[src/rtl/timing_generator.sv]
// Master 4004 timing: divides sysclk into the clk1/clk2 quarter phases and sequences
// the eight A1..X3 subcycles, decoding phase-1/phase-2 strobes and SYNC from state.
module timing_generator #(
  parameter int CLK_DIV = 17
) (
  input  logic sysclk,
  input  logic poc,
  output logic clk1,
  output logic clk2,
  output logic a11,
  output logic a21,
  output logic a31,
  output logic m11,
  output logic m21,
  output logic x11,
  output logic x21,
  output logic x31,
  output logic a12,
  output logic a22,
  output logic a32,
  output logic m12,
  output logic m22,
  output logic x12,
  output logic x22,
  output logic x32,
  output logic sync,
  output logic m12_m22_clk1_m11_m12
);

  localparam int DIV_W = (CLK_DIV > 1) ? $clog2(CLK_DIV) : 1;
  localparam logic [DIV_W-1:0] DIV_LAST = DIV_W'(CLK_DIV - 1);

  typedef enum logic [2:0] {
    SUB_A1 = 3'd0,
    SUB_A2 = 3'd1,
    SUB_A3 = 3'd2,
    SUB_M1 = 3'd3,
    SUB_M2 = 3'd4,
    SUB_X1 = 3'd5,
    SUB_X2 = 3'd6,
    SUB_X3 = 3'd7
  } sub_t;

  logic             r_run;
  logic [DIV_W-1:0] r_div;
  logic [1:0]       r_ph;
  sub_t             r_sub;
  logic             r_x3_seen;

  logic             w_div_wrap;
  logic [7:0]       w_sub_oh;
  logic [7:0]       w_s1;
  logic [7:0]       w_s2;
  logic             w_next_lead;

  assign w_div_wrap = (r_div == DIV_LAST);

  // The release edge only arms run so the first A1 ph0 gets its full length.
  always_ff @(posedge sysclk) begin
    if (poc) begin
      r_run     <= 1'b0;
      r_div     <= '0;
      r_ph      <= 2'd0;
      r_sub     <= SUB_A1;
      r_x3_seen <= 1'b0;
    end else if (!r_run) begin
      r_run <= 1'b1;
    end else begin
      if (w_div_wrap) begin
        r_div <= '0;
        r_ph  <= r_ph + 2'd1;
        if (r_ph == 2'd3) begin
          r_sub <= sub_t'(r_sub + 3'd1);
        end
      end else begin
        r_div <= r_div + DIV_W'(1);
      end
      if (r_sub == SUB_X3 && r_ph == 2'd2) begin
        r_x3_seen <= 1'b1;
      end
    end
  end

  always_comb begin
    w_sub_oh        = '0;
    w_sub_oh[r_sub] = r_run;
  end

  // Phase-2 strobes trail by half a subcycle; the X3 tail into A1 only exists once
  // an X3 has actually been reached since reset.
  assign w_next_lead = w_sub_oh[0] & r_x3_seen;
  assign w_s1 = w_sub_oh;
  assign w_s2 = (w_sub_oh & {8{r_ph[1]}})
              | ({w_next_lead, w_sub_oh[7:1]} & {8{~r_ph[1]}});

  assign clk1 = r_run & (r_ph == 2'd0);
  assign clk2 = r_run & (r_ph == 2'd2);

  assign a11 = w_s1[0];
  assign a21 = w_s1[1];
  assign a31 = w_s1[2];
  assign m11 = w_s1[3];
  assign m21 = w_s1[4];
  assign x11 = w_s1[5];
  assign x21 = w_s1[6];
  assign x31 = w_s1[7];

  assign a12 = w_s2[0];
  assign a22 = w_s2[1];
  assign a32 = w_s2[2];
  assign m12 = w_s2[3];
  assign m22 = w_s2[4];
  assign x12 = w_s2[5];
  assign x22 = w_s2[6];
  assign x32 = w_s2[7];

  assign sync = w_sub_oh[7];

  assign m12_m22_clk1_m11_m12 = w_s2[3] | w_s2[4] | (clk1 & ~(w_s1[3] | w_s2[3]));

endmodule
[config.mk]
export PLATFORM = sky130hd
export DESIGN_NAME = timing_generator
export DESIGN_NICKNAME = d
export VERILOG_FILES = /design/src/rtl/timing_generator.sv
export SDC_FILE = /design/constraint.sdc
export NUM_CORES = 1
export LEC_CHECK = 0
export CORE_ASPECT_RATIO = 0.9
export CORE_MARGIN = 5
export CORE_UTILIZATION = 50
export CTS_BUF_LIST = sky130_fd_sc_hd__clkbuf_16
export DETAILED_ROUTE_END_ITERATION = 10
export PLACE_DENSITY = 0.92
export SLEW_MARGIN = 20
export SYNTH_ARGS = -nofsm -noshare
export SYNTH_HDL_FRONTEND = slang
export SYNTH_SLANG_ARGS = --single-unit
[constraint.sdc]
create_clock -name sysclk -period 3.66 [get_ports sysclk]
set_input_delay 0.732 -clock sysclk [delete_from_list [all_inputs] [get_ports sysclk]]
set_output_delay 0.732 -clock sysclk [all_outputs]
set_load 0.005 [all_outputs]
==> metrics.log, run 1 <==
INFO  metric grt_setup_unrepaired = no
INFO  metric worst_skew_pair.late_latency = 240 ps
INFO  metric critical_path.endpoint_type = output port
INFO  metric placementRows = 14
INFO  metric syn-cell-area = 845 µm²
INFO  metric first_global_vias = 726
INFO  metric detail_route.wirelength = 1800 µm
INFO  metric syn-mean-instance-area = 7.89 µm²
INFO  metric critical_path_required = 2930 ps
INFO  metric final_cell_mix = sky130_fd_sc_hd__clkdlybuf4s50_1 (21), sky130_fd_sc_hd__nor2_1 (15), sky130_fd_sc_hd__nand2_1 (12), sky130_fd_sc_hd__dfxtp_1 (12), sky130_fd_sc_hd__nor3_1 (9)
INFO  metric finalCritPeriodShare = 71.8%
INFO  metric cts-buffers-inserted = 3
INFO  metric leakage = 0.000406 µW
INFO  metric multiInputGateArea = 509 µm²
INFO  metric fillcell_total = 152
INFO  metric detailed_place.area = 1020 µm²
INFO  metric globalRouteOverflowTotal = 0
INFO  metric ir_worst_vdd = 0.274 mV
INFO  metric global_route_wire_length_before_repair = 2970 µm
INFO  metric boundaryPins = 22
INFO  metric weighted_congestion_at_the_end_of_routability_driven_global_placement = 0.781
INFO  metric initial_core_util = 51.3%
INFO  metric tightest_slew = 532 ps
INFO  metric skew = 2.06 ps
INFO  metric die_x = 53.3 µm
INFO  metric dpl.hpwl = 1340 µm
INFO  metric die-area = 2610 µm²
INFO  metric cts_htree_levels = 1
INFO  metric achievable-frequency = 0.380 GHz
INFO  metric tritoncts = yes
INFO  metric gate_count_after_technology_mapping = 107
INFO  metric drive_above_1_share = 6.61%
INFO  metric worst-path-max-fanout = 16
INFO  metric cellPowerDensity = 323 nW/µm²
INFO  metric largest_net_degree_at_the_start_of_global_routing = 18
INFO  metric drc = 0
INFO  metric timing.critical_path.arrival = 1900 ps
INFO  metric finalSetupViolations = 0
INFO  metric totalNegativeSetupSlack = 0 ps
INFO  metric layout.core_utilization = 66.5%
INFO  metric num_vias = 761
INFO  metric final-seq-area = 240 µm²
INFO  metric drt_pass1_iterations = 4
INFO  metric core_area = 1650 µm²
INFO  metric ctsHoldBuffers = 0
INFO  metric final_antenna_net_count = 0
INFO  metric maxCapViolations = 0
INFO  metric cts.sink_count = 12
INFO  metric grt_use_total = 15.1%
INFO  metric syn_to_final_growth = 29.6%
INFO  metric fin_crit = 2630 ps
INFO  metric mostFrequentLayoutCell = sky130_fd_sc_hd__clkdlybuf4s50_1
INFO  metric status = completed
INFO  metric syn_nets = 116
INFO  metric slew-limit-headroom = 64.5%
INFO  metric max-clock-path-buffers = 2
INFO  metric netlist-cell-type-count = 30
INFO  metric yosys_register_bits = 12
INFO  metric drt_iter0_drc = 6
INFO  metric antenna_found_initial = 0
INFO  metric die_h = 49.0 µm
INFO  metric finalNetCount = 132
INFO  metric cts.repair.resized = 0
INFO  metric route.detailed.vias_per_inst = 5.25
INFO  metric num_antenna_cells = 0
INFO  metric yosysSeqAreaShare = 28.4%
INFO  metric hold_ws = 484 ps
INFO  metric hold_viol = 0
INFO  metric routedWlPerCell = 12.4 µm
INFO  metric path_class = flop to output port
INFO  metric crit_path_start_kind = flop
INFO  metric clkTransAtPathRegs = 40 ps
INFO  metric min_path_type = flop to flop
INFO  metric cts-root-buf = sky130_fd_sc_hd__clkbuf_16
INFO  metric cts_setup_buffers = 0
INFO  metric number_of_pins_exceeding_their_max_slew_limit_in_the_final_report = 0
INFO  metric synthesis.yosys.warnings = 0
INFO  metric postLayoutCellArea = 1090 µm²
INFO  metric input_output_buffers = 21
[metal layers]
layer | share of wire, % | track usage [%] | routed length (µm) | up-vias
li1 | - | - | - | 388
met1 | 42 | 16.4 | 753 | 334
met2 | 47 | 25.3 | 840 | 31
met3 | 7.2 | 3.06 | 130 | 8
met4 | 4.0 | 10.2 | 72 | 0
met5 | 0 | 0 | 0 | -
[critical path: stages (launching register included)]
cell	delay (ps)
sky130_fd_sc_hd__dfxtp_1	600
sky130_fd_sc_hd__inv_1	140
sky130_fd_sc_hd__nor4_1	280
sky130_fd_sc_hd__o21a_1	150
sky130_fd_sc_hd__clkdlybuf4s50_1	500
[flip-flops by register name, indices dropped and copies added (netlist names)]
name,flops
r_div,5
r_sub,3
r_ph,2
r_run,1
r_x3_seen,1
[cell usage after synthesis (all sizes together)]
cell	instances	area [µm²]
nor4	2	12.5
nor3b	1	7.51
nand4	5	31.3
nand3	2	10.0
mux2i	3	30.0
xnor2	2	17.5
a311oi	1	8.76
mux2	1	15.0
nor3	9	45.0
o21a	1	7.51
dfxtp	12	240
and3b	2	17.5
inv	7	26.3
ha	7	87.6
clkinv	1	3.75
a21boi	1	7.51
nand2	12	45.0
buf	10	65.1
and2	3	21.3
and3	1	11.3
and4bb	1	16.3
o21ai	2	10.0
o31ai	2	20.0
a21oi	1	5.00
nor2	15	56.3
xor2	3	26.3
[power by group]
group          switching, µW  internal (µW)
Sequential              5.29            134
Clock                   52.0            142
Combinational           10.1           10.1
Total                   67.4            286
[path summary, 6_finish.rpt]
path	start	end	slack [ps]	cells past startpoint
min reg2reg	r_ph[0]	r_ph[0]	480	2
max	r_sub[2]	m12	1030	4
min	r_ph[0]	r_ph[0]	480	2
max reg2reg	r_run	r_sub[0]	2040	3
[per-stage QoR]
step	power, µW	setup slack [ps]	cells
6_report	354	1030	145
5_1_grt	370	850	145
4_1_cts	359	1010	145
3_5_place_dp	162	1260	142
3_3_place_gp	160	1340	142
2_1_floorplan	155	1890	107
[final cells by class]
cell class,count,share of cell area [%]
clock buffers,3,6.86
well taps,24,2.74
flip-flops and latches,12,21.9
multi-input cells,77,46.5
inverters,8,2.74
repair buffers,21,19.2
[cell families (layout without fill, tap and decap cells)]
kind of cell    after synthesis  count (layout)  synth area share (%)
fa+ha+maj                     7               7                  10.4
xor+xnor                      5               5                  5.19
flops                        12              12                  28.4
mux                           4               4                  5.33
compound gates                8               8                  6.96
buf+inv                      18              32                  11.3
simple gates                 53              53                  32.4
(Power assumes the default switching activity.)
==> run 2, diff against run 1 <==
CORE_UTILIZATION = 47   (was 50)
PLACE_DENSITY = 0.88   (was 0.92)
clock period = 2.5 ns   (was 3.66 ns; I/O delays follow)
==> run 2 against run 1 <==
Against the previous run:
- clock-buffer cell count unchanged
- final cell count up 2.1%
- design area up 2.1%
- highest routed layer unchanged
- critical endpoint is now x12
- largest cell class unchanged
- routed wire length down 3.3%
- critical path depth unchanged
- critical path type unchanged
==> metrics.log, run 2 (synthesized netlist as in run 1, its figures left out) <==
INFO  metric status = completed
INFO  metric crit_path_cell_trace = nor3b_1 > o21ai_0 > nor2_1 > clkdlybuf4s50_1
INFO  metric finalCritPeriodShare = 89.9%
INFO  metric critical_path_required = 2000 ps
INFO  metric global_route.peak_usage_layer = met2
INFO  metric drt_pass1_iterations = 3
INFO  metric largest_reg_flops = 5
INFO  metric largest_net_degree_at_the_start_of_global_routing = 18
INFO  metric timing.critical_path.arrival = 1750 ps
INFO  metric grt_util_met2 = 25.2%
INFO  metric leakage = 0.000419 µW
INFO  metric detail_route.wirelength = 1740 µm
INFO  metric antenna_found_initial = 0
INFO  metric min_path_type = flop to flop
INFO  metric crit_path_start_kind = flop
INFO  metric initial_core_util = 49.7%
INFO  metric hold_ws = 489 ps
INFO  metric drc = 0
INFO  metric cts.sink_count = 12
INFO  metric syn_to_final_growth = 32.3%
INFO  metric fin_crit = 2250 ps
INFO  metric boundaryPins = 22
INFO  metric routedWlPerCell = 11.7 µm
INFO  metric weighted_congestion_at_the_end_of_routability_driven_global_placement = 0.753
INFO  metric die-area = 2750 µm²
INFO  metric ir_worst_vdd = 0.418 mV
INFO  metric num_vias = 771
INFO  metric die_x = 54.7 µm
INFO  metric core_area = 1700 µm²
INFO  metric clkTransAtPathRegs = 40 ps
INFO  metric tightest_slew = 338 ps
INFO  metric first_global_vias = 729
INFO  metric input_output_buffers = 21
INFO  metric cellPowerDensity = 472 nW/µm²
INFO  metric ctsHoldBuffers = 0
INFO  metric placementRows = 14
INFO  metric hold_viol = 0
INFO  metric globalRouteMet3Util = 3.55%
INFO  metric top_register_by_number_of_flip_flops = r_div
INFO  metric biggestRegsByFlops = r_div (5), r_sub (3), r_ph (2)
INFO  metric globalRouteOverflowTotal = 0
INFO  metric cts-root-buf = sky130_fd_sc_hd__clkbuf_16
INFO  metric totalNegativeSetupSlack = 0 ps
INFO  metric route.detailed.vias_per_inst = 5.21
INFO  metric final_cell_mix = sky130_fd_sc_hd__clkdlybuf4s50_1 (21), sky130_fd_sc_hd__nor2_1 (15), sky130_fd_sc_hd__nand2_1 (12)
INFO  metric critical_path.endpoint_type = output port
INFO  metric final_antenna_net_count = 0
INFO  metric cts_htree_levels = 1
INFO  metric cp_slowest_stage_delay = 510 ps
INFO  metric num_antenna_cells = 0
INFO  metric finalSetupViolations = 0
INFO  metric critPathTopFamily = flip-flops
INFO  metric slowest_stage = sky130_fd_sc_hd__dfxtp_1
INFO  metric global_route.usage.met1 = 17.2%
INFO  metric post-place-cells = 144
INFO  metric maxCapViolations = 0
INFO  metric mostFrequentLayoutCell = sky130_fd_sc_hd__clkdlybuf4s50_1
INFO  metric finalNetCount = 134
INFO  metric tritoncts = yes
INFO  metric worstPathBufferInverterCount = 1
INFO  metric grt_setup_unrepaired = no
INFO  metric max-clock-path-buffers = 2
INFO  metric drive_above_1_share = 10.5%
INFO  metric global_route_wire_length_before_repair = 3060 µm
INFO  metric post_layout_nonfiller_instances = 148
INFO  metric cts-buffers-inserted = 3
INFO  metric number_of_pins_exceeding_their_max_slew_limit_in_the_final_report = 0
INFO  metric die_h = 50.2 µm
INFO  metric skew = 3.14 ps
INFO  metric grt_use_total = 14.7%
INFO  metric slew-limit-headroom = 77.5%
INFO  metric dpl.hpwl = 1380 µm
INFO  metric worst_skew_pair.late_latency = 240 ps
INFO  metric path_class = flop to output port
INFO  metric achievable-frequency = 0.445 GHz
INFO  metric worst-path-max-fanout = 12
INFO  metric drt_iter0_drc = 11
==> run 2: cell types whose count changed in the layout (fill, tap and decap cells not counted), sizes merged <==
cell    delta
buf        +2
clkinv     +1
==> run 2: worst paths after layout <==
kind	start	endpoint	slack (ps)	depth (start not counted)
setup / recovery	r_sub[1]	x12	250	4
hold / removal	r_ph[0]	r_ph[0]	490	2
setup reg to reg	r_run	r_sub[0]	860	4
hold reg to reg	r_ph[0]	r_ph[0]	490	2
==> run 2: what timing repair did <==
item                       CTS  global route
setup endpoints to repair    0             5
gates resized for setup      0             3
buffers inserted             0             0
==> run 2: tightest hold or removal path, stage by stage (launching register included) <==
cell	delay, ps
sky130_fd_sc_hd__dfxtp_1	320
sky130_fd_sc_hd__nand2_1	60
sky130_fd_sc_hd__o21ai_0	60
==> run 2: cell type report <==
type | instances | area (µm²)
Clock buffer | 3 | 75.1
Clock inverter | 1 | 3.75
Fill cell | 145 | 582
Inverter | 8 | 30.0
Multi-Input combinational cell | 77 | 509
Sequential cell | 12 | 244
Tap cell | 24 | 30.0
Timing Repair Buffer | 23 | 225
==> run 2: report_power, final <==
part | leakage (µW) | total, µW | switching [µW] | internal [µW]
registers | 0.0000990 | 203 | 6.60 | 197
logic | 0.000281 | 32.3 | 16.0 | 16.4
clock network | 0.0000385 | 292 | 81.9 | 210
==> run 2: layer usage <==
layer | up-vias | part of all wire (%)
met4 | 0 | 1.3
met3 | 3 | 7.3
met2 | 22 | 49
met1 | 351 | 43
li1 | 395 | -
met5 | - | 0
==> run 2: per-stage QoR <==
step | setup slack [ps] | utilization (%) | instance area, µm² | total power [µW]
global route | 115 | 65.8 | 1120 | 549
detailed placement | 357 | 60.9 | 1030 | 239
global placement | 388 | 60.9 | 1030 | 237
CTS | 95.9 | 65.5 | 1110 | 536
finish | 253 | 65.8 | 1120 | 528
floorplan | 964 | - | 845 | 227
==> patch 1, RTL diff (settings of run 2) <==
Add an input register stage for `poc`, without a reset; this delays it by one clock.
--- a/src/rtl/timing_generator.sv
+++ b/src/rtl/timing_generator.sv
@@ -42,4 +42,10 @@
   } sub_t;
 
+  logic poc_q;
+
+  always_ff @(posedge sysclk) begin
+    poc_q <= poc;
+  end
+
   logic             r_run;
   logic [DIV_W-1:0] r_div;
@@ -58,5 +64,5 @@
   // The release edge only arms run so the first A1 ph0 gets its full length.
   always_ff @(posedge sysclk) begin
-    if (poc) begin
+    if (poc_q) begin
       r_run     <= 1'b0;
       r_div     <= '0;
Function: changed (a bounded check fails within 4 cycles, from zero or initial values).
==> patch 1 against run 2 <==
Synthesized area up 2.4%. Sequential share of layout area up 1.5 points. Wire length up 7.0%. Final area up 1.1%. Sequential cell count up 1. Register-to-register slack better by 0.02 ns. Non-clock buffer count down 1. Power up 3.2%. Core utilization up 0.058 points. Cell count unchanged. Worst setup slack worse by 0.00079 ns. Global-route usage down 0.30 points. Highest routed layer unchanged.
==> patch 1: results (changes against run 2) <==
INFO  metric worst_hold_path.endpoint = r_x3_seen$_SDFFE_PP0P_
INFO  metric totalWireLength = 1.86 mm (+7.0%)
INFO  metric net-switching-power = 105 uW (+0.76%)
INFO  metric global_routing_met3_resource_utilization = 5.64% (+2.1 points)
INFO  metric power.ir.vdd_worst = 0.000398 V (-4.8%)
INFO  metric layout.clock.cell_area_share = 6.98% (-0.078 points)
INFO  metric globalRouteTotalUtil = 14.3% (-0.30 points)
INFO  metric wl_met2 = 925 um (+9.7%)
INFO  metric n_sequential_cell = 13 (+1)
INFO  metric total_leakage_power = 0.000426 uW (+1.8%)
INFO  metric post_synth_main_area_contributors = sky130_fd_sc_hd__dfxtp_1 (30%), sky130_fd_sc_hd__ha_1 (10%), sky130_fd_sc_hd__nor2_1 (6.5%)
INFO  metric num-nonclk-buffers = 22 (-4.3%)
INFO  metric dp_hpwl = 1.36 mm (-1.4%)
INFO  metric clock_net_power = 293 uW (about the same)
INFO  metric number_of_global_route_vias_before_repair = 744 (+2.1%)
INFO  metric timing.clock.skew = 0.00140 ns (-0.00174 ns)
INFO  metric signal_buffer_area_fraction = 19.3% (-0.89 points)
INFO  metric gr-usage-met1 = 15.0% (-2.2 points)
INFO  metric grt_pass1_wl = 3.29 mm (+7.7%)
INFO  metric postSynthNetCount = 117 (+0.86%)
INFO  metric cts-root-buf = sky130_fd_sc_hd__clkbuf_16
INFO  metric post_cts_buffers = 0 (unchanged)
INFO  metric maxUsedRoutingLayer = met4
INFO  metric clkTransAtPathRegs = 0.04 ns (about the same)
INFO  metric gp_routability_congestion = 0.739 (-1.8%)
INFO  metric rrSetupSlack = 0.88 ns (+0.02 ns)
INFO  metric fill_cells = 167 (+15%)
INFO  metric cts_inserted_buffers = 3 (unchanged)
INFO  metric hold_depth = 2 (unchanged)
INFO  metric post_route_cells_drive_above_1_share = 9.68% (-0.81 points)
INFO  metric drt_pre_antenna_iters = 4 (+1)
INFO  metric synth-warning-count = 0 (unchanged)
INFO  metric use_met2 = 25.8% (+0.59 points)
INFO  metric worstMarginPinSlew = 0.372 ns (+0.0342 ns)
INFO  metric cts-htree-levels = 1 (unchanged)
INFO  metric hold_start = r_x3_seen$_SDFFE_PP0P_
INFO  metric timing.critical_path.fanout_max = 12 (unchanged)
INFO  metric vias = 774 (+0.39%)
INFO  metric power_combinational = 29.3 uW (-9.3%)
INFO  metric sequential_cell_area = 264 um2 (+8.2%)
INFO  metric synth_sequential_area_ratio = 30.1% (+1.7 points)
INFO  metric wl_met3 = 128 um (+1.6%)
INFO  metric met1_length = 757 um (+1.7%)
INFO  metric inverters_excl_clock = 8 (unchanged)
INFO  metric worstReg2RegEnd = r_sub[0]$_SDFFE_PP0P_
INFO  metric p_clk_share = 53.8% (-1.6 points)
INFO  metric crit_end = a22
INFO  metric drt_first_iter_violations = 9 (-2)
INFO  metric synth.cells.most_frequent = sky130_fd_sc_hd__nor2_1 (15), sky130_fd_sc_hd__dfxtp_1 (13), sky130_fd_sc_hd__nand2_1 (12)
INFO  metric arrival = 1.75 ns (about the same)
INFO  metric result_of_the_run = finished clean
## patch 1: changes by cell type after synthesis, sizes merged
cell   delta
dfxtp     +1
## patch 1: cell families (layout without fill, tap and decap cells)
family | Yosys count | after routing | synth area share (%)
multiplexers | 4 | 4 | 5.21
AND/OR/NAND/NOR | 53 | 53 | 31.7
buffers and inverters | 18 | 34 | 11.0
flip-flops | 13 | 13 | 30.1
XOR/XNOR | 5 | 5 | 5.07
adder cells (fa/ha/maj) | 7 | 7 | 10.1
AO/OA/AOI/OAI | 8 | 8 | 6.80
## patch 1: through the flow
step / setup WS [ns] / hold WS, ns / utilization (%) / cell area (um2) / std cells
global route: 0.0605 / 0.519 / 65.8 / 1130 / 148
floorplan: 0.964 / 0.437 / - / 865 / 108
detailed placement: 0.351 / 0.475 / 61.0 / 1050 / 144
CTS: 0.0985 / 0.486 / 65.6 / 1130 / 148
finish: 0.252 / 0.480 / 65.8 / 1130 / 148
global placement: 0.386 / 0.456 / 61.0 / 1050 / 144
==> patch 2, RTL diff (config.mk and constraints of run 2) <==
Without the edit above. Set the parameter `CLK_DIV` to 34 (it was 17).
--- a/src/rtl/timing_generator.sv
+++ b/src/rtl/timing_generator.sv
@@ -2,5 +2,5 @@
 // the eight A1..X3 subcycles, decoding phase-1/phase-2 strobes and SYNC from state.
 module timing_generator #(
-  parameter int CLK_DIV = 17
+  parameter int CLK_DIV = 34
 ) (
   input  logic sysclk,
Function: no difference found for any inputs over 10 cycles, from zero or initial values; that may be too few to reach the edited logic, so the function may still have changed.
==> patch 2 against run 2 <==
Critical path depth unchanged. Wire length up 12%. Final area increased by 3.9%. Worst setup slack worse by 0.17 ns. Power grew 3.3%. Sequential share of layout area up 0.58 points. Sequential cell count is 1 higher. Via count up 3.9%. First-iteration DRC count up 45%. Synthesized area rose by 0.30%. Register-to-register slack better by 0.05 ns. Sequential power grew 7%. Fmax fell by 6.9%. Global-route usage increased by 1.6 points. Critical path type unchanged. Critical endpoint is now m12. Highest routed layer unchanged.
==> patch 2: results (changes against run 2) <==
INFO  metric layout.clock.cell_area_share = 6.90% (-0.16 points)
INFO  metric finalCoreUtilization = 68.3% (+2.6 points)
INFO  metric gr-usage-met1 = 17.6% (+0.32 points)
INFO  metric post_synth_num_cell_types = 33 (+10%)
INFO  metric timing.clock.skew = 0.00541 ns (+0.00227 ns)
INFO  metric inverters_excl_clock = 7 (-1)
INFO  metric result_of_the_run = finished clean
INFO  metric globalRouteTotalUtil = 16.2% (+1.6 points)
INFO  metric post_dp_cell_area = 1080 um2 (+4.5%)
INFO  metric synth.cells.most_frequent = sky130_fd_sc_hd__nor2_1 (22), sky130_fd_sc_hd__dfxtp_1 (13), sky130_fd_sc_hd__nand2_1 (12)
INFO  metric gp_routability_congestion = 0.760 (+0.90%)
INFO  metric rrSetupSlack = 0.91 ns (+0.05 ns)
INFO  metric hold_start = r_div[5]$_SDFFE_PP0P_
INFO  metric drt_pre_antenna_iters = 4 (+1)
INFO  metric wl_met2 = 1.05 mm (+25%)
INFO  metric post_route_cells_drive_above_1_share = 8.40% (-2.1 points)
INFO  metric drt-wirelength-per-cell = 12.5 um (+6.8%)
INFO  metric critical-path-top-delay-family = simple AND/OR/NAND/NOR gates
INFO  metric net-switching-power = 106 uW (+1.1%)
INFO  metric power_combinational = 33.0 uW (+2%)
INFO  metric grt_max_degree = 16 (-2)
INFO  metric ys_ff_latch = 13 (+1)
INFO  metric use_met2 = 27.6% (+2.4 points)
INFO  metric vias_per_cell = 5.17 (-0.80%)
INFO  metric synth_sequential_area_ratio = 30.7% (+2.3 points)
INFO  metric post_synth_main_area_contributors = sky130_fd_sc_hd__dfxtp_1 (31%), sky130_fd_sc_hd__ha_1 (10%), sky130_fd_sc_hd__nor2_1 (9.7%)
INFO  metric synth_cells = 109 (+1.9%)
INFO  metric critical_path.reg2reg.startpoint = r_ph[1]$_SDFFE_PP0P_
INFO  metric met1_length = 775 um (+4.2%)
INFO  metric pre_cts_slack = 0.339 ns (-0.0184 ns)
INFO  metric number_of_global_route_vias_before_repair = 745 (+2.2%)
-- patch 2: cell count changes in the layout (fill, tap and decap cells not counted), moves of 3 or more --
cell | before | now
sky130_fd_sc_hd__nor2_1 | 15 | 22
sky130_fd_sc_hd__nor3_1 | 9 | 4
sky130_fd_sc_hd__dfxtp_1 | 9 | 13
sky130_fd_sc_hd__dfxtp_2 | 3 | 0
-- patch 2: final timing paths --
check | end | cells past startpoint
setup / recovery | m12 | 4
hold / removal | r_div[5]$_SDFFE_PP0P_ | 2
setup reg to reg | r_sub[0]$_SDFFE_PP0P_ | 4
hold reg to reg | r_div[5]$_SDFFE_PP0P_ | 2
-- patch 2: logic make-up after synthesis --
| group | synth area share, % |
|---|---|
| compound gates | 8.57 |
| fa+ha+maj | 10.3 |
| flops | 30.7 |
| xor+xnor | 5.17 |
| mux | 6.20 |
| buf+inv | 6.50 |
| simple gates | 32.5 |
